<file path="config.mk">
export PLATFORM = sky130hd
export DESIGN_NAME = blur_out_framer
export DESIGN_NICKNAME = d
export VERILOG_FILES = /design/src/rtl/blur_pkg.sv /design/src/rtl/blur_stream_fifo.sv /design/src/rtl/blur_out_framer.sv
export SDC_FILE = /design/constraint.sdc
export NUM_CORES = 1
export LEC_CHECK = 0
export BUFFER_PORTS_ARGS = -buffer_cell sky130_fd_sc_hd__buf_2
export CORE_ASPECT_RATIO = 1.75
export CORE_MARGIN = 2
export CORE_UTILIZATION = 37
export CTS_CLUSTER_DIAMETER = 60
export DETAILED_ROUTE_END_ITERATION = 10
export PLACE_DENSITY_LB_ADDON = 0.1
export SYNTH_ARGS = -nofsm -noshare
export SYNTH_HDL_FRONTEND = slang
export SYNTH_SLANG_ARGS = --single-unit
</file>
<file path="constraint.sdc">
create_clock -name clk -period 2.84 [get_ports clk]
set_input_delay 0.568 -clock clk [delete_from_list [all_inputs] [get_ports clk]]
set_output_delay 0.568 -clock clk [all_outputs]
set_load 0.01 [all_outputs]
</file>
<file path="src/rtl/blur_pkg.sv">
// Shared types and defaults for the blur output framing stage.
package blur_pkg;

  localparam int DATA_W = 8;
  localparam int IMG_W  = 32;
  localparam int IMG_H  = 32;

  localparam int OUT_W = IMG_W - 2;
  localparam int OUT_H = IMG_H - 2;

  typedef struct packed {
    logic              sof;
    logic              eol;
    logic              eof;
    logic [DATA_W-1:0] data;
  } blur_beat_t;

endpackage

</file>
<file path="src/rtl/blur_stream_fifo.sv">
// Synchronous show-ahead FIFO of blur beats with registered head, valid and level.
module blur_stream_fifo
  import blur_pkg::*;
#(
  parameter int DEPTH = 16
) (
  input  logic                     clk,
  input  logic                     rst_n,
  input  logic                     clr,
  input  logic                     push,
  input  blur_beat_t               push_data,
  input  logic                     pop,
  output blur_beat_t               head,
  output logic                     valid,
  output logic                     full,
  output logic [$clog2(DEPTH):0]   level
);

  localparam int AW = $clog2(DEPTH);

  blur_beat_t          mem [DEPTH];
  logic [AW-1:0]       wr_ptr_r;
  logic [AW-1:0]       rd_ptr_r;
  logic [AW:0]         level_r;
  blur_beat_t          head_r;
  logic                valid_r;

  logic                pop_ok_s;
  logic                push_ok_s;
  logic [AW-1:0]       rd_nxt_s;
  logic [AW:0]         remain_s;
  logic [AW:0]         level_nxt_s;
  blur_beat_t          head_nxt_s;

  assign full      = (level_r == (AW+1)'(DEPTH));
  assign pop_ok_s  = pop && valid_r && !clr;
  assign push_ok_s = push && !clr && (!full || pop_ok_s);
  assign rd_nxt_s  = rd_ptr_r + AW'(pop_ok_s);
  assign remain_s  = level_r - (AW+1)'(pop_ok_s);

  // Next occupancy and next head; the head may come straight from the write port when nothing older remains.
  always_comb begin
    level_nxt_s = level_r;
    head_nxt_s  = head_r;
    if (clr) begin
      level_nxt_s = '0;
      head_nxt_s  = head_r;
    end else begin
      case ({push_ok_s, pop_ok_s})
        2'b10:   level_nxt_s = level_r + (AW+1)'(1);
        2'b01:   level_nxt_s = level_r - (AW+1)'(1);
        default: level_nxt_s = level_r;
      endcase
      if (remain_s != '0) begin
        head_nxt_s = mem[rd_nxt_s];
      end else if (push_ok_s) begin
        head_nxt_s = push_data;
      end else begin
        head_nxt_s = head_r;
      end
    end
  end

  // Storage array write port.
  always_ff @(posedge clk) begin
    if (push_ok_s) begin
      mem[wr_ptr_r] <= push_data;
    end
  end

  // Pointers, occupancy and registered head.
  always_ff @(posedge clk or negedge rst_n) begin
    if (!rst_n) begin
      wr_ptr_r <= '0;
      rd_ptr_r <= '0;
      level_r  <= '0;
      head_r   <= '0;
      valid_r  <= 1'b0;
    end else begin
      level_r <= level_nxt_s;
      head_r  <= head_nxt_s;
      valid_r <= (level_nxt_s != '0);
      if (clr) begin
        wr_ptr_r <= '0;
        rd_ptr_r <= '0;
      end else begin
        wr_ptr_r <= wr_ptr_r + AW'(push_ok_s);
        rd_ptr_r <= rd_nxt_s;
      end
    end
  end

  assign head  = head_r;
  assign valid = valid_r;
  assign level = level_r;

endmodule

</file>
<file path="src/rtl/blur_out_framer.sv">
// Tracks raster position of the blur stream, drops unpopulated border pixels,
// tags frame/line markers and buffers kept pixels for a ready/valid consumer.
module blur_out_framer #(
  parameter int DATA_W     = blur_pkg::DATA_W,
  parameter int IMG_W      = blur_pkg::IMG_W,
  parameter int IMG_H      = blur_pkg::IMG_H,
  parameter int FIFO_DEPTH = 16
) (
  input  logic                          clk,
  input  logic                          rst_n,
  input  logic                          sync_clr,
  input  logic [DATA_W-1:0]             pix_in,
  input  logic                          pix_vld,
  output logic [DATA_W-1:0]             m_data,
  output logic                          m_sof,
  output logic                          m_eol,
  output logic                          m_eof,
  output logic                          m_valid,
  input  logic                          m_ready,
  output logic [$clog2(FIFO_DEPTH):0]   fifo_level,
  output logic                          overflow
);

  import blur_pkg::*;

  localparam int CW = $clog2(IMG_W);
  localparam int RW = $clog2(IMG_H);
  localparam logic [CW-1:0] COL_LAST = CW'(IMG_W - 1);
  localparam logic [RW-1:0] ROW_LAST = RW'(IMG_H - 1);

  logic [CW-1:0] col_r;
  logic [RW-1:0] row_r;
  logic          overflow_r;

  logic          sof_s, eol_s, eof_s, keep_s, push_s, drop_s;
  logic          fifo_full_s, fifo_valid_s;
  blur_beat_t    beat_s, head_s;

  assign eol_s  = (col_r == COL_LAST);
  assign eof_s  = eol_s && (row_r == ROW_LAST);
  assign sof_s  = (row_r == RW'(2)) && (col_r == CW'(2));
  assign keep_s = (row_r >= RW'(2)) && (col_r >= CW'(2));
  assign push_s = pix_vld && !sync_clr && keep_s;
  // A push into a full FIFO survives only if the head leaves on the same edge.
  assign drop_s = push_s && fifo_full_s && !(m_ready && fifo_valid_s);

  assign beat_s = '{sof: sof_s, eol: eol_s, eof: eof_s, data: pix_in};

  // Raster position counters.
  always_ff @(posedge clk or negedge rst_n) begin
    if (!rst_n) begin
      col_r <= '0;
      row_r <= '0;
    end else if (sync_clr) begin
      col_r <= '0;
      row_r <= '0;
    end else if (pix_vld) begin
      if (eol_s) begin
        col_r <= '0;
        row_r <= eof_s ? '0 : row_r + RW'(1);
      end else begin
        col_r <= col_r + CW'(1);
      end
    end
  end

  // Sticky overflow flag.
  always_ff @(posedge clk or negedge rst_n) begin
    if (!rst_n) begin
      overflow_r <= 1'b0;
    end else if (sync_clr) begin
      overflow_r <= 1'b0;
    end else if (drop_s) begin
      overflow_r <= 1'b1;
    end
  end

  blur_stream_fifo #(
    .DEPTH (FIFO_DEPTH)
  ) u_fifo (
    .clk       (clk),
    .rst_n     (rst_n),
    .clr       (sync_clr),
    .push      (push_s),
    .push_data (beat_s),
    .pop       (m_ready),
    .head      (head_s),
    .valid     (fifo_valid_s),
    .full      (fifo_full_s),
    .level     (fifo_level)
  );

  assign m_data   = head_s.data;
  assign m_sof    = head_s.sof;
  assign m_eol    = head_s.eol;
  assign m_eof    = head_s.eof;
  assign m_valid  = fifo_valid_s;
  assign overflow = overflow_r;

endmodule

</file>
# --- Word level (Yosys, flattened, before mapping) ---
# Memories as Yosys holds them, arrays and structs flattened.
# Cells that the tools add are included.
op_classes:
  eq_ne: 7
  n_reduce_logical: 23
  addsub: 7
  mux: 17
  n_lt_le_gt_ge: 2
  bitwise: 1
ops:
  columns: ["operator", "count"]
  rows:
  - ["5-bit 2-to-1 mux", 8]
  - ["11-bit 2-to-1 mux", 2]
  - ["5-bit by 1-bit adder with 5-bit output, second input constant", 3]
  - ["5-bit equality test, second input constant", 3]
  - ["1-bit logical AND", 11]
  - ["5-bit by 2-bit equality test with 1-bit output, second input constant", 2]
  - ["5-bit by 2-bit greater-or-equal comparator with 1-bit output, second input constant", 2]
  - ["5-bit case mux with 2 select lines", 1]
  - ["5-bit nonzero test", 2]
  - ["4-bit by 1-bit adder with 4-bit output", 2]
  - ["4-bit 2-to-1 mux", 2]
  - ["2-bit nonzero test", 4]
  - ["5-bit by 1-bit subtractor with 5-bit output", 1]
  - ["5-bit by 1-bit subtractor with 5-bit output, second input constant", 1]
  - ["1-bit 2-to-1 mux", 4]
  - ["2-bit AND reduction", 2]
  - ["1-bit zero test", 3]
  - ["2-bit by 1-bit equality test with 1-bit output, second input constant", 1]
  - ["2-bit equality test, second input constant", 1]
  - ["1-bit logical OR", 1]
  - ["1-bit inverter", 1]
totals:
  regBits: 36
  ramBits: 176
  in_bits: 13
  mem_count: 1
mem_list:
  columns: ["memory", "words", "width", "read_ports", "rd_ports_with_merged_regs", "write_ports", "line", "source"]
  rows:
  - ["u_fifo.mem", 16, 11, 1, 0, 1, "blur_stream_fifo.sv:21", "blur_beat_t mem [DEPTH];"]

# --- Depth between registers and ports, before layout ---
# Gate-level depths: netlist of run 1.
depth:
  word_depth: 9
  depth_mapped: 12

# --- Hierarchy ---
# Synthesis of run 1 repeated with hierarchy kept, for this count alone.
hier_totals:
  hier_cells: 509
  area_unflattened_um2: 8907.3
by_module_without_submodules:
  columns: ["mod", "area_per_inst_um2", "n_inst", "cells_per_inst"]
  rows:
  - ["blur_stream_fifo", 8227.9, 1, 436]
  - ["blur_out_framer", 679.4, 1, 73]

# --- Worst setup path after synthesis of run 1 ---
# No wires, ideal clock.
synth_timing:
  path_type: "in2reg"
  from: "input sync_clr"
  to: "register u_fifo.head_r, in the netlist u_fifo.head[8]"
  path_slack_ns: -0.426
  path_stages: 11
  t_arrival_ns: 3.128
  required_ns: 2.701
  setup_ns: 0.139
  cell_sequence: "clkbuf_1 nand3b_1 inv_1 ha_1 ha_1 clkbuf_1 clkbuf_1 mux4_2 mux4_2 a32oi_1 o41ai_1"
synth_between:
  elab_chain_len: 7
  word_cells_on_any_way: 15
  cone_classes: "add/sub (2); mux (1); bitwise (1); reduce/logical (10); memory (1)"
synth_lines:
  columns: ["item", "line", "source"]
  rows:
  - ["from (decl)", "blur_out_framer.sv:11", "input logic sync_clr,"]
  - ["branches (longest 7 deep; another with memory 16 x 11 bit)", null, null]
  - ["to (signal assigned)", "blur_stream_fifo.sv:81", "head_r <= head_nxt_s;"]
  - ["to (decl)", "blur_stream_fifo.sv:25", "blur_beat_t head_r;"]
# Parallel ways; which one is timed is not known.
# A chain may end at the register's enable or synchronous reset.

# --- Worst setup path after layout of run 1 ---
layout_timing:
  from: "register row_r[3]"
  to: "register u_fifo.valid_r, in the netlist u_fifo.valid"
layout_between:
  elab_chain_len: 9
  word_cells_on_any_way: 10
  cone_classes: "order compare (1); eq/ne (2); mux (2); reduce/logical (5)"
layout_lines:
  columns: ["item", "line", "source"]
  rows:
  - ["from (decl)", "blur_out_framer.sv:32", "logic [RW-1:0] row_r;"]
  - ["from (signal assigned)", "blur_out_framer.sv:60", "row_r <= eof_s ? '0 : row_r + RW'(1);"]
  - ["5-bit by 2-bit greater-or-equal comparator with 1-bit output (*)", "blur_out_framer.sv:42", "assign keep_s = (row_r >= RW'(2)) && (col_r >= CW'(2));"]
  - ["1-bit logical AND (*)", "blur_out_framer.sv:42", null]
  - ["1-bit logical AND (*)", "blur_out_framer.sv:43", "assign push_s = pix_vld && !sync_clr && keep_s;"]
  - ["1-bit logical AND (*) (2 in a row)", "blur_stream_fifo.sv:37", "assign push_ok_s = push && !clr && (!full || pop_ok_s);"]
  - ["2-bit by 1-bit equality test with 1-bit output or 2-bit equality test (tied branches)", "blur_stream_fifo.sv:49", "case ({push_ok_s, pop_ok_s})"]
  - ["5-bit case mux with 2 select lines (*)", "blur_stream_fifo.sv:49", null]
  - ["5-bit 2-to-1 mux (*)", "blur_stream_fifo.sv:45", "if (clr) begin"]
  - ["named net u_fifo.level_nxt_s[4]", "blur_stream_fifo.sv:32", "logic [AW:0] level_nxt_s;"]
  - ["5-bit nonzero test (*)", "blur_stream_fifo.sv:82", "valid_r <= (level_nxt_s != '0);"]
  - ["to (signal assigned)", "blur_stream_fifo.sv:82", null]
  - ["to (decl)", "blur_stream_fifo.sv:26", "logic valid_r;"]
# Mark *: on every way through the listed nets, which the timed path passes. The rest lies on a longest branch.

==> impl_metrics.prom, run 1 <==
# TYPE chip_impl_metric gauge
chip_impl_metric{name="hold_violations",unit=""} 0
chip_impl_metric{name="utilization",unit=""} 0.460
chip_impl_metric{name="vias",unit=""} 4655
chip_impl_metric{name="grt_use_total",unit=""} 0.173
chip_impl_info{name="critical_path.top_delay_family",value="simple AND/OR/NAND/NOR gates"} 1
chip_impl_info{name="worstPathCellList",value="or3_4 -> o311ai_4 -> o21ai_4 -> inv_2 -> ha_4 -> a21o_1 -> a21oi_2 -> mux2i_2 -> mux2i_1 -> or3_1"} 1
chip_impl_metric{name="first_global_vias",unit=""} 5121
chip_impl_metric{name="ys_ff_latch",unit=""} 212
chip_impl_metric{name="detailed_place_hpwl",unit="mm"} 14.2
chip_impl_metric{name="antenna_cells_inserted",unit=""} 0
chip_impl_info{name="outcome",value="completed"} 1
chip_impl_metric{name="clock_skew",unit="ps"} 9.01
chip_impl_info{name="clockRootBuffer",value="sky130_fd_sc_hd__clkbuf_16"} 1
chip_impl_metric{name="postLayoutSetupSlackWorst",unit="ps"} 85.1
chip_impl_metric{name="cell_internal_pwr",unit="mW"} 5.41
chip_impl_metric{name="placement.setup.worst_slack",unit="ps"} -190
chip_impl_metric{name="chipHeight",unit="um"} 208
chip_impl_metric{name="clockBufferDepth",unit=""} 3
chip_impl_metric{name="grt_start_max_net_pins",unit=""} 37
chip_impl_metric{name="crit_path_max_fanout",unit=""} 4
chip_impl_metric{name="cp_slowest_stage_delay",unit="ps"} 410
chip_impl_metric{name="fin_tns_setup",unit="ps"} 0
chip_impl_metric{name="gp_congestion",unit=""} 0.770
chip_impl_metric{name="synth_edf_count",unit=""} 176
chip_impl_info{name="endpoint_kind",value="register"} 1
chip_impl_metric{name="combinational_power_share",unit=""} 0.068
chip_impl_metric{name="worstSkewPairLatency",unit="ps"} 500
chip_impl_metric{name="placeableCoreArea",unit="mm^2"} 0.0233
chip_impl_metric{name="htree_num_levels",unit=""} 1
chip_impl_metric{name="synthesis.area",unit="mm^2"} 0.00880
chip_impl_metric{name="totalWireLength",unit="mm"} 20.8
chip_impl_metric{name="timing_max_transition_violations_final",unit=""} 0
chip_impl_metric{name="wl_per_cell",unit="um"} 23.2
chip_impl_metric{name="postSynthNetCount",unit=""} 503
chip_impl_metric{name="cp_data_arrival_time",unit="ps"} 3120
chip_impl_metric{name="fin_crit_sh",unit=""} 0.970
chip_impl_metric{name="slew-limit-headroom",unit=""} 0.384
chip_impl_metric{name="drc",unit=""} 0
chip_impl_metric{name="total_power",unit="mW"} 6.87
chip_impl_metric{name="seq_power_share",unit=""} 0.506
chip_impl_metric{name="clock_sink_count",unit=""} 212
chip_impl_metric{name="globalRouteOverflowTotal",unit=""} 0
chip_impl_metric{name="pwr_density_cell",unit="mW/mm^2"} 641
chip_impl_metric{name="power.ir.vdd_worst",unit="uV"} 354
chip_impl_metric{name="i_o_buffers",unit=""} 30
chip_impl_metric{name="synthesis.area_per_instance",unit="um^2"} 18.5
chip_impl_metric{name="syn-instance-count",unit=""} 475
chip_impl_metric{name="synth_sequential_area_ratio",unit=""} 0.703
chip_impl_metric{name="cts.hold.buffers_added",unit=""} 0
chip_impl_metric{name="crit_buf_inv",unit=""} 1
chip_impl_metric{name="cellLeakagePower",unit="nW"} 3.93
chip_impl_metric{name="detailedRoute.firstPassIterationCount",unit=""} 4
chip_impl_metric{name="die_area",unit="mm^2"} 0.0251
chip_impl_metric{name="drive_above_1_share",unit=""} 0.329
chip_impl_info{name="hold_class",value="in -> async"} 1
chip_impl_metric{name="net_switching_share_of_the_total_power",unit=""} 0.212
chip_impl_metric{name="maxCapViolations",unit=""} 0
chip_impl_metric{name="finish.net_count",unit=""} 610
chip_impl_info{name="tritoncts_clock_tree",value="done"} 1
chip_impl_metric{name="cts_buf_count",unit=""} 21
chip_impl_metric{name="min_period",unit="ps"} 2750
chip_impl_metric{name="fill_cells",unit=""} 2077
chip_impl_metric{name="syn_to_final_growth",unit="%"} 21.9
chip_impl_info{name="rsz_0062_raised_after_global_routing",value="false"} 1
chip_impl_metric{name="initial_utilization",unit=""} 0.377
chip_impl_info{name="slowest_stage",value="sky130_fd_sc_hd__or3_4"} 1
chip_impl_metric{name="hold-worst-slack",unit="ps"} 200
chip_impl_metric{name="detail_route.vias_per_cell",unit=""} 5.17
chip_impl_metric{name="worstMarginPinSlew",unit="ps"} 924
chip_impl_metric{name="p_sw",unit="mW"} 1.46
chip_impl_metric{name="yosys.cell_types.count",unit=""} 47
chip_impl_metric{name="num_rows",unit=""} 74
chip_impl_metric{name="number_of_antenna_violations_at_the_first_check_in_global_routing",unit=""} 0
chip_impl_info{name="synthFlopType",value="sky130_fd_sc_hd__edfxtp_1"} 1
chip_impl_metric{name="post_cts_clock_slew_at_the_launch_and_capture_registers_of_the_worst_setup_and_hold_paths",unit="ps"} 70
chip_impl_metric{name="cp.required",unit="ps"} 3210
chip_impl_metric{name="drtIter0Drc",unit=""} 307
chip_impl_metric{name="grt_pass1_wl",unit="mm"} 31.6
chip_impl_metric{name="pwr-share-clk",unit=""} 0.425
chip_impl_info{name="worst_setup_path_start_kind",value="register"} 1
chip_impl_metric{name="rrSetupSlack",unit="ps"} 90
chip_impl_metric{name="ant_nets",unit=""} 0
chip_impl_metric{name="ys.warnings.count",unit=""} 0
chip_impl_metric{name="proportion_of_register_bits_with_asynchronous_set_or_reset_after_synthesis",unit=""} 0.170
chip_impl_metric{name="finalSetupViolCount",unit=""} 0
chip_impl_metric{name="die_w",unit="um"} 121
chip_impl_metric{name="max_freq",unit="GHz"} 0.363
chip_impl_info{name="critPathKind",value="reg -> reg"} 1
chip_impl_metric{name="boundaryPins",unit=""} 31
==> stage by stage <==
step | cell area [um^2] | instances
3_3_place_gp | 9940 | 860
5_1_grt | 10700 | 900
4_1_cts | 10700 | 900
3_5_place_dp | 9940 | 860
2_1_floorplan | 8840 | 475
6_report | 10700 | 900
==> final cells by class <==
type | count | area [um^2] | area share
sequential | 212 | 6190 | 0.577
tap | 304 | 380 | 0.0355
timing repair buffer | 105 | 876 | 0.0817
multi-input combinational | 231 | 2520 | 0.235
inverter | 11 | 41.3 | 0.00385
clock buffer | 28 | 572 | 0.0533
clock inverter | 9 | 148 | 0.0138
==> power groups by stage <==
stage               Clock [mW]  Sequential, mW  Combinational [mW]
floorplan                    0            3.57               0.222
global placement             0            3.55               0.467
detailed placement           0            3.55               0.476
CTS                       3.00            3.48               0.483
global route              3.12            3.49               0.518
finish                    2.92            3.48               0.470
==> cell usage after synthesis, types with 4 or more instances <==
| master | instances | area share |
|---|---|---|
| sky130_fd_sc_hd__a21oi_1 | 14 | 0.0080 |
| sky130_fd_sc_hd__clkbuf_1 | 12 | 0.0051 |
| sky130_fd_sc_hd__dfrtp_1 | 36 | 0.10 |
| sky130_fd_sc_hd__edfxtp_1 | 176 | 0.60 |
| sky130_fd_sc_hd__ha_1 | 14 | 0.020 |
| sky130_fd_sc_hd__inv_1 | 8 | 0.0034 |
| sky130_fd_sc_hd__mux2i_1 | 13 | 0.015 |
| sky130_fd_sc_hd__mux4_1 | 17 | 0.051 |
| sky130_fd_sc_hd__mux4_2 | 38 | 0.097 |
| sky130_fd_sc_hd__nand2_1 | 21 | 0.0090 |
| sky130_fd_sc_hd__nand2b_1 | 4 | 0.0028 |
| sky130_fd_sc_hd__nand3_1 | 7 | 0.0040 |
| sky130_fd_sc_hd__nor2_1 | 32 | 0.014 |
| sky130_fd_sc_hd__nor2b_1 | 4 | 0.0028 |
| sky130_fd_sc_hd__nor3_1 | 8 | 0.0046 |
| sky130_fd_sc_hd__o21ai_0 | 11 | 0.0063 |
| sky130_fd_sc_hd__o21ai_1 | 5 | 0.0028 |
| sky130_fd_sc_hd__or3_1 | 4 | 0.0028 |
| sky130_fd_sc_hd__xnor2_1 | 6 | 0.0060 |
==> registers in the layout, indices dropped and copies added, names as in the netlist <==
| signal | flops |
|---|---|
| col_r | 5 |
| overflow | 1 |
| row_r | 5 |
| u_fifo.head | 11 |
| u_fifo.level | 5 |
| u_fifo.mem | 176 |
| u_fifo.rd_ptr_r | 4 |
| u_fifo.valid | 1 |
| u_fifo.wr_ptr_r | 4 |
==> placed cells by master (no fill, tap or decap), drive strengths merged, types with 4 or more instances in the layout <==
cell	Yosys	routed
buf	8	105
ha	14	14
nand2b	4	4
dfrtp	36	36
nor2	33	33
xnor2	6	6
nor3	10	10
mux4	55	55
a21oi	14	14
nand3	7	7
clkbuf	13	28
o21ai	18	18
or3	5	5
nor2b	4	4
nand2	21	21
bufinv	0	4
mux2i	13	13
inv	11	11
edfxtp	176	176
==> cells by family (layout without fill, tap and decap cells) <==
group,Yosys count,after routing,share of synthesized area
mux,68,68,0.163
flops,212,212,0.703
compound gates,45,45,0.0327
simple gates,95,95,0.0526
fa+ha+maj,15,15,0.0222
xor+xnor,8,8,0.00797
buf+inv,32,153,0.0183
==> timing repair <==
item / in CTS / in global routing
resized for setup: 7 / 0
endpoints found under the hold margin: 0 / 0
setup endpoints to repair: 1 / 2
pin swaps: 11 / 4
buffers inserted: 3 / 0
==> final timing paths <==
path	startpoint	end	cells past startpoint
setup / recovery	row_r[3]	u_fifo.valid	10
hold / removal	rst_n	u_fifo.head[4]	1
setup reg to reg	row_r[3]	u_fifo.valid	10
hold reg to reg	u_fifo.head[4]	u_fifo.head[4]	2
max in group asynchronous	rst_n	u_fifo.head[10]	1
min in group clk	m_ready	overflow	4
==> routing by layer <==
metal	vias up	GRT usage	share of wire
met5	-	0	0
met4	0	0.0497	0.020
met3	25	0.0222	0.030
met2	72	0.327	0.56
met1	2437	0.201	0.39
li1	2121	-	-
Power figures use the tool's default switching activity.
==> run 2: changes to the inputs <==
--- a/config.mk
+++ b/config.mk
@@ -6,11 +6,11 @@
 export NUM_CORES = 1
 export LEC_CHECK = 0
 export BUFFER_PORTS_ARGS = -buffer_cell sky130_fd_sc_hd__buf_2
-export CORE_ASPECT_RATIO = 1.75
 export CORE_MARGIN = 2
 export CORE_UTILIZATION = 37
 export CTS_CLUSTER_DIAMETER = 60
 export DETAILED_ROUTE_END_ITERATION = 10
+export MAX_ROUTING_LAYER = met4
 export PLACE_DENSITY_LB_ADDON = 0.1
 export SYNTH_ARGS = -nofsm -noshare
 export SYNTH_HDL_FRONTEND = slang
==> run 2 against run 1 <==
  * Count of clock-buffer cells in the layout rose by 7
  * Die area fell by 0.19%
  * Critical path depth did not move
  * Global-route usage rose by 0.15 points
  * Sequential power barely moved
  * Wire length fell by 2.9%
  * Via count rose by 0.58%
  * Cell area rose by 0.25%
  * First-iteration DRC count fell by 3.6%
  * Fmax fell by 0.24%
  * Non-clock buffer count fell by 5
  * Register-to-register slack barely moved
  * Critical path type unchanged
  * Largest cell class unchanged
  * Highest routed layer unchanged
==> impl_metrics.prom, run 2 (same netlist as run 1, synthesis figures left out) <==
# TYPE chip_impl_metric gauge
chip_impl_metric{name="fill_cells",unit=""} 2104
chip_impl_metric{name="initial_utilization",unit=""} 0.376
chip_impl_metric{name="die_area",unit="mm^2"} 0.0250
chip_impl_metric{name="grt_use_total",unit=""} 0.174
chip_impl_metric{name="placeableCoreArea",unit="mm^2"} 0.0234
chip_impl_metric{name="gp_congestion",unit=""} 0.798
chip_impl_info{name="outcome",value="completed"} 1
chip_impl_metric{name="totalWireLength",unit="mm"} 20.2
chip_impl_metric{name="worst-r2r-cell-count",unit=""} 10
chip_impl_info{name="tritoncts_clock_tree",value="done"} 1
chip_impl_metric{name="first_global_vias",unit=""} 4879
chip_impl_metric{name="i_o_buffers",unit=""} 30
chip_impl_metric{name="timing_max_transition_violations_final",unit=""} 0
chip_impl_metric{name="max_freq",unit="GHz"} 0.362
chip_impl_metric{name="cts_buf_count",unit=""} 26
chip_impl_metric{name="pwr_density_cell",unit="mW/mm^2"} 666
chip_impl_metric{name="min_period",unit="ps"} 2760
chip_impl_metric{name="syn_to_final_growth",unit="%"} 22.2
chip_impl_metric{name="cts.hold.buffers_added",unit=""} 0
chip_impl_metric{name="largest_register_ff_count",unit=""} 176
chip_impl_info{name="worst_setup_path_start_kind",value="register"} 1
chip_impl_metric{name="detailedRoute.firstPassIterationCount",unit=""} 4
chip_impl_metric{name="placement.setup.worst_slack",unit="ps"} -175
chip_impl_metric{name="clock_skew",unit="ps"} 25.1
chip_impl_metric{name="drtIter0Drc",unit=""} 296
chip_impl_metric{name="hold_violations",unit=""} 0
chip_impl_metric{name="power.ir.vdd_worst",unit="uV"} 524
chip_impl_metric{name="vias",unit=""} 4682
chip_impl_metric{name="num_rows",unit=""} 56
chip_impl_metric{name="slew-limit-headroom",unit=""} 0.591
chip_impl_metric{name="crit_buf_inv",unit=""} 1
chip_impl_metric{name="chipHeight",unit="um"} 158
chip_impl_metric{name="drive_above_1_share",unit=""} 0.337
chip_impl_metric{name="clockBufferDepth",unit=""} 3
chip_impl_info{name="commonest_non_fill_non_tap_cell_in_the_layout",value="sky130_fd_sc_hd__edfxtp_1"} 1
chip_impl_info{name="critical_path.top_delay_family",value="simple AND/OR/NAND/NOR gates"} 1
chip_impl_metric{name="htree_num_levels",unit=""} 1
chip_impl_metric{name="globalRouteOverflowTotal",unit=""} 0
chip_impl_info{name="ff_to_ff_end",value="u_fifo.valid"} 1
chip_impl_info{name="top_register",value="u_fifo.mem"} 1
chip_impl_metric{name="antenna_cells_inserted",unit=""} 0
chip_impl_info{name="most-common-layout-cells",value="sky130_fd_sc_hd__edfxtp_1, sky130_fd_sc_hd__buf_4, sky130_fd_sc_hd__mux4_2, sky130_fd_sc_hd__dfrtp_1, sky130_fd_sc_hd__nor2_1"} 1
chip_impl_metric{name="grt_start_max_net_pins",unit=""} 25
chip_impl_info{name="critPathKind",value="reg -> reg"} 1
chip_impl_info{name="crit_path_end",value="u_fifo.valid"} 1
chip_impl_metric{name="postLayoutSetupSlackWorst",unit="ps"} 78.4
chip_impl_metric{name="fin_tns_setup",unit="ps"} 0
chip_impl_info{name="clockRootBuffer",value="sky130_fd_sc_hd__clkbuf_16"} 1
chip_impl_metric{name="stages_on_the_worst_setup_path",unit=""} 10
chip_impl_metric{name="detailed_place_hpwl",unit="mm"} 13.1
chip_impl_info{name="worstPathCellList",value="or3_4 -> o311ai_4 -> o21ai_2 -> inv_2 -> ha_1 -> a21o_1 -> a21oi_2 -> mux2i_1 -> mux2i_1 -> or3_1"} 1
chip_impl_metric{name="worstSkewPairLatency",unit="ps"} 530
chip_impl_info{name="slowest_stage",value="sky130_fd_sc_hd__or3_4"} 1
chip_impl_metric{name="drc",unit=""} 0
chip_impl_metric{name="grt_pass1_wl",unit="mm"} 30.7
chip_impl_metric{name="cp_slowest_stage_delay",unit="ps"} 420
chip_impl_metric{name="ant_nets",unit=""} 0
chip_impl_metric{name="cellLeakagePower",unit="nW"} 3.98
chip_impl_info{name="regToRegStartpoint",value="row_r[3]"} 1
chip_impl_metric{name="die_w",unit="um"} 158
chip_impl_metric{name="worstMarginPinSlew",unit="ps"} 614
chip_impl_metric{name="finish.net_count",unit=""} 610
chip_impl_metric{name="rrSetupSlack",unit="ps"} 80
chip_impl_metric{name="detail_route.vias_per_cell",unit=""} 5.08
chip_impl_metric{name="clock_sink_count",unit=""} 212
chip_impl_info{name="hold_class",value="in -> async"} 1
chip_impl_info{name="worst_setup_path_startpoint",value="row_r[3]"} 1
chip_impl_metric{name="finalSetupViolCount",unit=""} 0
chip_impl_metric{name="boundaryPins",unit=""} 31
chip_impl_metric{name="post_cts_clock_slew_at_the_launch_and_capture_registers_of_the_worst_setup_and_hold_paths",unit="ps"} 60
chip_impl_metric{name="maxCapViolations",unit=""} 0
chip_impl_metric{name="fin_crit_sh",unit=""} 0.972
chip_impl_metric{name="crit_path_max_fanout",unit=""} 3
chip_impl_metric{name="wl_per_cell",unit="um"} 22.0
chip_impl_info{name="crit_path_frequent_cell",value="sky130_fd_sc_hd__mux2i_1"} 1
chip_impl_metric{name="cp_data_arrival_time",unit="ps"} 3150
chip_impl_metric{name="number_of_antenna_violations_at_the_first_check_in_global_routing",unit=""} 0
chip_impl_info{name="endpoint_kind",value="register"} 1
chip_impl_metric{name="cp.required",unit="ps"} 3230
[run 2: area by class of cell]
cell class	instances	area, um^2	share of cell area
Clock buffer	35	714	0.0664
Clock inverter	13	144	0.0134
Inverter	11	41.3	0.00384
Multi-Input combinational cell	231	2520	0.234
Sequential cell	212	6190	0.575
Tap cell	319	399	0.0371
Timing Repair Buffer	100	751	0.0698
[run 2: worst min path at each step]
stage / start / to / cells after the start
after global placement: u_fifo.head[7] / u_fifo.head[7] / 2
after global routing: rst_n / u_fifo.head[3] / 1
after floorplan: rst_n / col_r[0] / 0
after CTS: rst_n / u_fifo.head[3] / 1
after detailed placement: u_fifo.head[7] / u_fifo.head[7] / 2
final: rst_n / u_fifo.head[3] / 1
[run 2: metal layers]
layer / share of wire / global-route usage / vias to the layer above
met4: 0.021 / 0.0429 / 0
met3: 0.038 / 0.0238 / 33
met2: 0.50 / 0.286 / 93
met1: 0.44 / 0.232 / 2424
li1: - / - / 2132
met5: 0 / - / -
[run 2: repair_timing]
item | CTS | global route
setup buffers | 0 | 4
endpoints found under the hold margin | 0 | 0
endpoints found under the setup margin | 0 | 1
gates resized for setup | 0 | 7
[run 2: per-stage QoR]
| stage | cell area [um^2] | util | hold WS, ps | power, mW | instances |
|---|---|---|---|---|---|
| after CTS | 10700 | 0.457 | 47.5 | 7.27 | 917 |
| after global placement | 9830 | 0.420 | 466 | 4.00 | 869 |
| after floorplan | 8840 | - | 272 | 3.79 | 475 |
| final | 10800 | 0.459 | 45.8 | 7.16 | 921 |
| after detailed placement | 9830 | 0.420 | 471 | 4.01 | 869 |
| after global routing | 10800 | 0.459 | 79.4 | 7.44 | 921 |
[run 2: report_power, final]
group	switching (mW)	total [mW]	leakage (nW)	internal (mW)
clock network	1.26	3.22	0.416	1.96
registers	0.0525	3.48	2.12	3.43
logic	0.252	0.457	1.44	0.205
==> run 3: changes to the inputs <==
--- a/config.mk
+++ b/config.mk
@@ -7,7 +7,7 @@
 export LEC_CHECK = 0
 export BUFFER_PORTS_ARGS = -buffer_cell sky130_fd_sc_hd__buf_2
 export CORE_MARGIN = 2
-export CORE_UTILIZATION = 37
+export CORE_UTILIZATION = 51
 export CTS_CLUSTER_DIAMETER = 60
 export DETAILED_ROUTE_END_ITERATION = 10
 export MAX_ROUTING_LAYER = met4
==> run 3 against run 2 <==
  * Count of clock-buffer cells in the layout is 5 lower
  * Largest power group unchanged
  * Sequential cell count is the same
  * Sequential power hardly changed
  * Clock power decreased by 12%
  * Die area fell by 27%
  * Critical path type unchanged
  * Core utilization increased by 16 points
  * First-iteration DRC count increased by 9.5%
==> impl_metrics.prom, run 3 (same netlist as run 1, synthesis figures left out) <==
# TYPE chip_impl_metric gauge
chip_impl_info{name="outcome",value="completed"} 1
chip_impl_metric{name="chipHeight",unit="um"} 135
chip_impl_metric{name="i_o_buffers",unit=""} 30
chip_impl_metric{name="postLayoutSetupSlackWorst",unit="ps"} 34.7
chip_impl_metric{name="gp_congestion",unit=""} 0.826
chip_impl_metric{name="number_of_antenna_violations_at_the_first_check_in_global_routing",unit=""} 0
chip_impl_metric{name="dpl_cell_area",unit="mm^2"} 0.00976
chip_impl_metric{name="fin_tns_setup",unit="ps"} 0
chip_impl_info{name="most-common-layout-cells",value="sky130_fd_sc_hd__edfxtp_1, sky130_fd_sc_hd__buf_4, sky130_fd_sc_hd__mux4_2, sky130_fd_sc_hd__dfrtp_1, sky130_fd_sc_hd__nor2_1"} 1
chip_impl_metric{name="rrSetupSlack",unit="ps"} 30
chip_impl_metric{name="dp_cells",unit=""} 778
chip_impl_metric{name="fin_crit_sh",unit=""} 0.988
chip_impl_metric{name="cp.required",unit="ps"} 3230
chip_impl_metric{name="grt_pass1_wl",unit="mm"} 29.1
chip_impl_info{name="worstPathCellList",value="or3_4 -> o311ai_4 -> o21ai_4 -> inv_4 -> ha_4 -> a21o_1 -> a21oi_2 -> xnor2_2 -> o22ai_1 -> a41oi_1 -> or3_1"} 1
chip_impl_info{name="top_register",value="u_fifo.mem"} 1
chip_impl_metric{name="maxCapViolations",unit=""} 0
chip_impl_metric{name="die_area",unit="mm^2"} 0.0183
chip_impl_metric{name="finalSetupViolCount",unit=""} 0
chip_impl_metric{name="gr-usage-met1",unit=""} 0.304
chip_impl_metric{name="num_rows",unit=""} 48
chip_impl_info{name="endpoint_kind",value="register"} 1
chip_impl_info{name="worst_setup_path_start_kind",value="register"} 1
chip_impl_info{name="slowest_stage",value="sky130_fd_sc_hd__or3_4"} 1
chip_impl_metric{name="globalRouteOverflowTotal",unit=""} 0
chip_impl_info{name="critical_path.top_delay_family",value="compound AO/OA/AOI/OAI gates"} 1
chip_impl_metric{name="grt_start_max_net_pins",unit=""} 37
chip_impl_metric{name="slew-limit-headroom",unit=""} 0.379
chip_impl_metric{name="stdcell_count",unit=""} 823
chip_impl_metric{name="sequential_cell_area",unit="mm^2"} 0.00619
chip_impl_metric{name="multi_input_comb_area",unit="mm^2"} 0.00255
chip_impl_metric{name="worstMarginPinSlew",unit="ps"} 932
chip_impl_info{name="commonest_non_fill_non_tap_cell_in_the_layout",value="sky130_fd_sc_hd__edfxtp_1"} 1
chip_impl_metric{name="total_power",unit="mW"} 6.79
chip_impl_metric{name="final_area",unit="mm^2"} 0.0106
chip_impl_metric{name="wl_per_cell",unit="um"} 23.0
chip_impl_info{name="critPathKind",value="reg -> reg"} 1
chip_impl_metric{name="min_period",unit="ps"} 2810
chip_impl_metric{name="crit_buf_inv",unit=""} 1
chip_impl_metric{name="ant_nets",unit=""} 0
chip_impl_metric{name="drive_above_1_share",unit=""} 0.338
chip_impl_metric{name="crit_path_max_fanout",unit=""} 4
chip_impl_info{name="tritoncts_clock_tree",value="done"} 1
chip_impl_info{name="clockRootBuffer",value="sky130_fd_sc_hd__clkbuf_16"} 1
chip_impl_metric{name="pwr_density_cell",unit="mW/mm^2"} 642
chip_impl_metric{name="globalRouteMet3Util",unit=""} 0.0359
chip_impl_info{name="rsz_0062_raised_after_global_routing",value="true"} 1
chip_impl_metric{name="detail_route.vias_per_cell",unit=""} 5.81
chip_impl_metric{name="cp_data_arrival_time",unit="ps"} 3190
chip_impl_metric{name="fill_cells",unit=""} 1210
chip_impl_metric{name="utilization",unit=""} 0.621
chip_impl_metric{name="cellLeakagePower",unit="nW"} 3.93
chip_impl_metric{name="antenna_cells_inserted",unit=""} 0
chip_impl_metric{name="worstSkewPairLatency",unit="ps"} 510
chip_impl_metric{name="clockBufferDepth",unit=""} 3
chip_impl_metric{name="detailedRoute.firstPassIterationCount",unit=""} 5
chip_impl_metric{name="grt_use_total",unit=""} 0.226
chip_impl_metric{name="drc",unit=""} 0
chip_impl_metric{name="hold-worst-slack",unit="ps"} 198
chip_impl_metric{name="first_global_vias",unit=""} 4933
chip_impl_metric{name="clock_skew",unit="ps"} 9.14
chip_impl_metric{name="vias",unit=""} 4779
chip_impl_metric{name="timing_max_transition_violations_final",unit=""} 0
chip_impl_metric{name="placement.setup.worst_slack",unit="ps"} -140
chip_impl_metric{name="post_cts_clock_slew_at_the_launch_and_capture_registers_of_the_worst_setup_and_hold_paths",unit="ps"} 60
chip_impl_metric{name="grt_util_met2",unit=""} 0.359
chip_impl_metric{name="max_freq",unit="GHz"} 0.356
chip_impl_metric{name="htree_num_levels",unit=""} 1
chip_impl_metric{name="syn_to_final_growth",unit="%"} 20.4
chip_impl_metric{name="cts_buf_count",unit=""} 23
chip_impl_metric{name="cp_slowest_stage_delay",unit="ps"} 430
chip_impl_metric{name="drtIter0Drc",unit=""} 324
chip_impl_metric{name="finish.net_count",unit=""} 610
chip_impl_metric{name="die_w",unit="um"} 135
chip_impl_metric{name="detailed_place_hpwl",unit="mm"} 12.3
chip_impl_metric{name="largest_register_ff_count",unit=""} 176
chip_impl_metric{name="boundaryPins",unit=""} 31
chip_impl_metric{name="clock_sink_count",unit=""} 212
chip_impl_metric{name="initial_utilization",unit=""} 0.516
chip_impl_metric{name="hold_violations",unit=""} 0
chip_impl_metric{name="power.ir.vdd_worst",unit="uV"} 519
chip_impl_metric{name="totalWireLength",unit="mm"} 19.0
chip_impl_metric{name="placeableCoreArea",unit="mm^2"} 0.0171
chip_impl_info{name="hold_class",value="in -> async"} 1
chip_impl_info{name="grt_busiest_layer",value="met2"} 1
chip_impl_metric{name="cts.hold.buffers_added",unit=""} 0
-- run 3: cell count changes in the layout (fill, tap and decap cells not counted), moves of 2 or more --
cell,before,now
sky130_fd_sc_hd__clkbuf_16,26,23
sky130_fd_sc_hd__ha_4,0,3
sky130_fd_sc_hd__ha_1,12,9
sky130_fd_sc_hd__buf_12,6,8
sky130_fd_sc_hd__clkbuf_1,6,4
-- run 3: worst paths after layout --
check                                endpoint           start  depth (start not counted)
max reg2reg                      u_fifo.valid        row_r[3]                         11
max                              u_fifo.valid        row_r[3]                         11
max in group asynchronous  u_fifo.rd_ptr_r[0]           rst_n                          1
min in group clk                     overflow         m_ready                          4
min                            u_fifo.head[7]           rst_n                          1
min reg2reg                    u_fifo.head[7]  u_fifo.head[7]                          2
-- run 3: cell type report --
cell class              instances  area share
flip-flops and latches        212       0.584
multi-input cells             231       0.240
repair buffers                103      0.0754
clock buffers                  30      0.0597
well taps                     225      0.0266
clock inverters                11     0.00969
inverters                      11     0.00414
-- run 3: report_power, final --
group | internal (mW) | total [mW] | switching, mW
clock | 1.67 | 2.84 | 1.17
sequential | 3.43 | 3.50 | 0.0657
combinational | 0.202 | 0.458 | 0.256
total | 5.31 | 6.79 | 1.49
-- run 3: routing by layer --
metal  share of wire  wire length [um]
met5               0                 0
met4           0.029               545
met3           0.055              1050
met2            0.50              9410
met1            0.42              7960
-- run 3: repair_timing --
| item | 4_1_cts | 5_1_grt |
|---|---|---|
| resized for setup | 0 | 9 |
| buffers inserted | 0 | 4 |
| setup endpoints to repair | 0 | 2 |
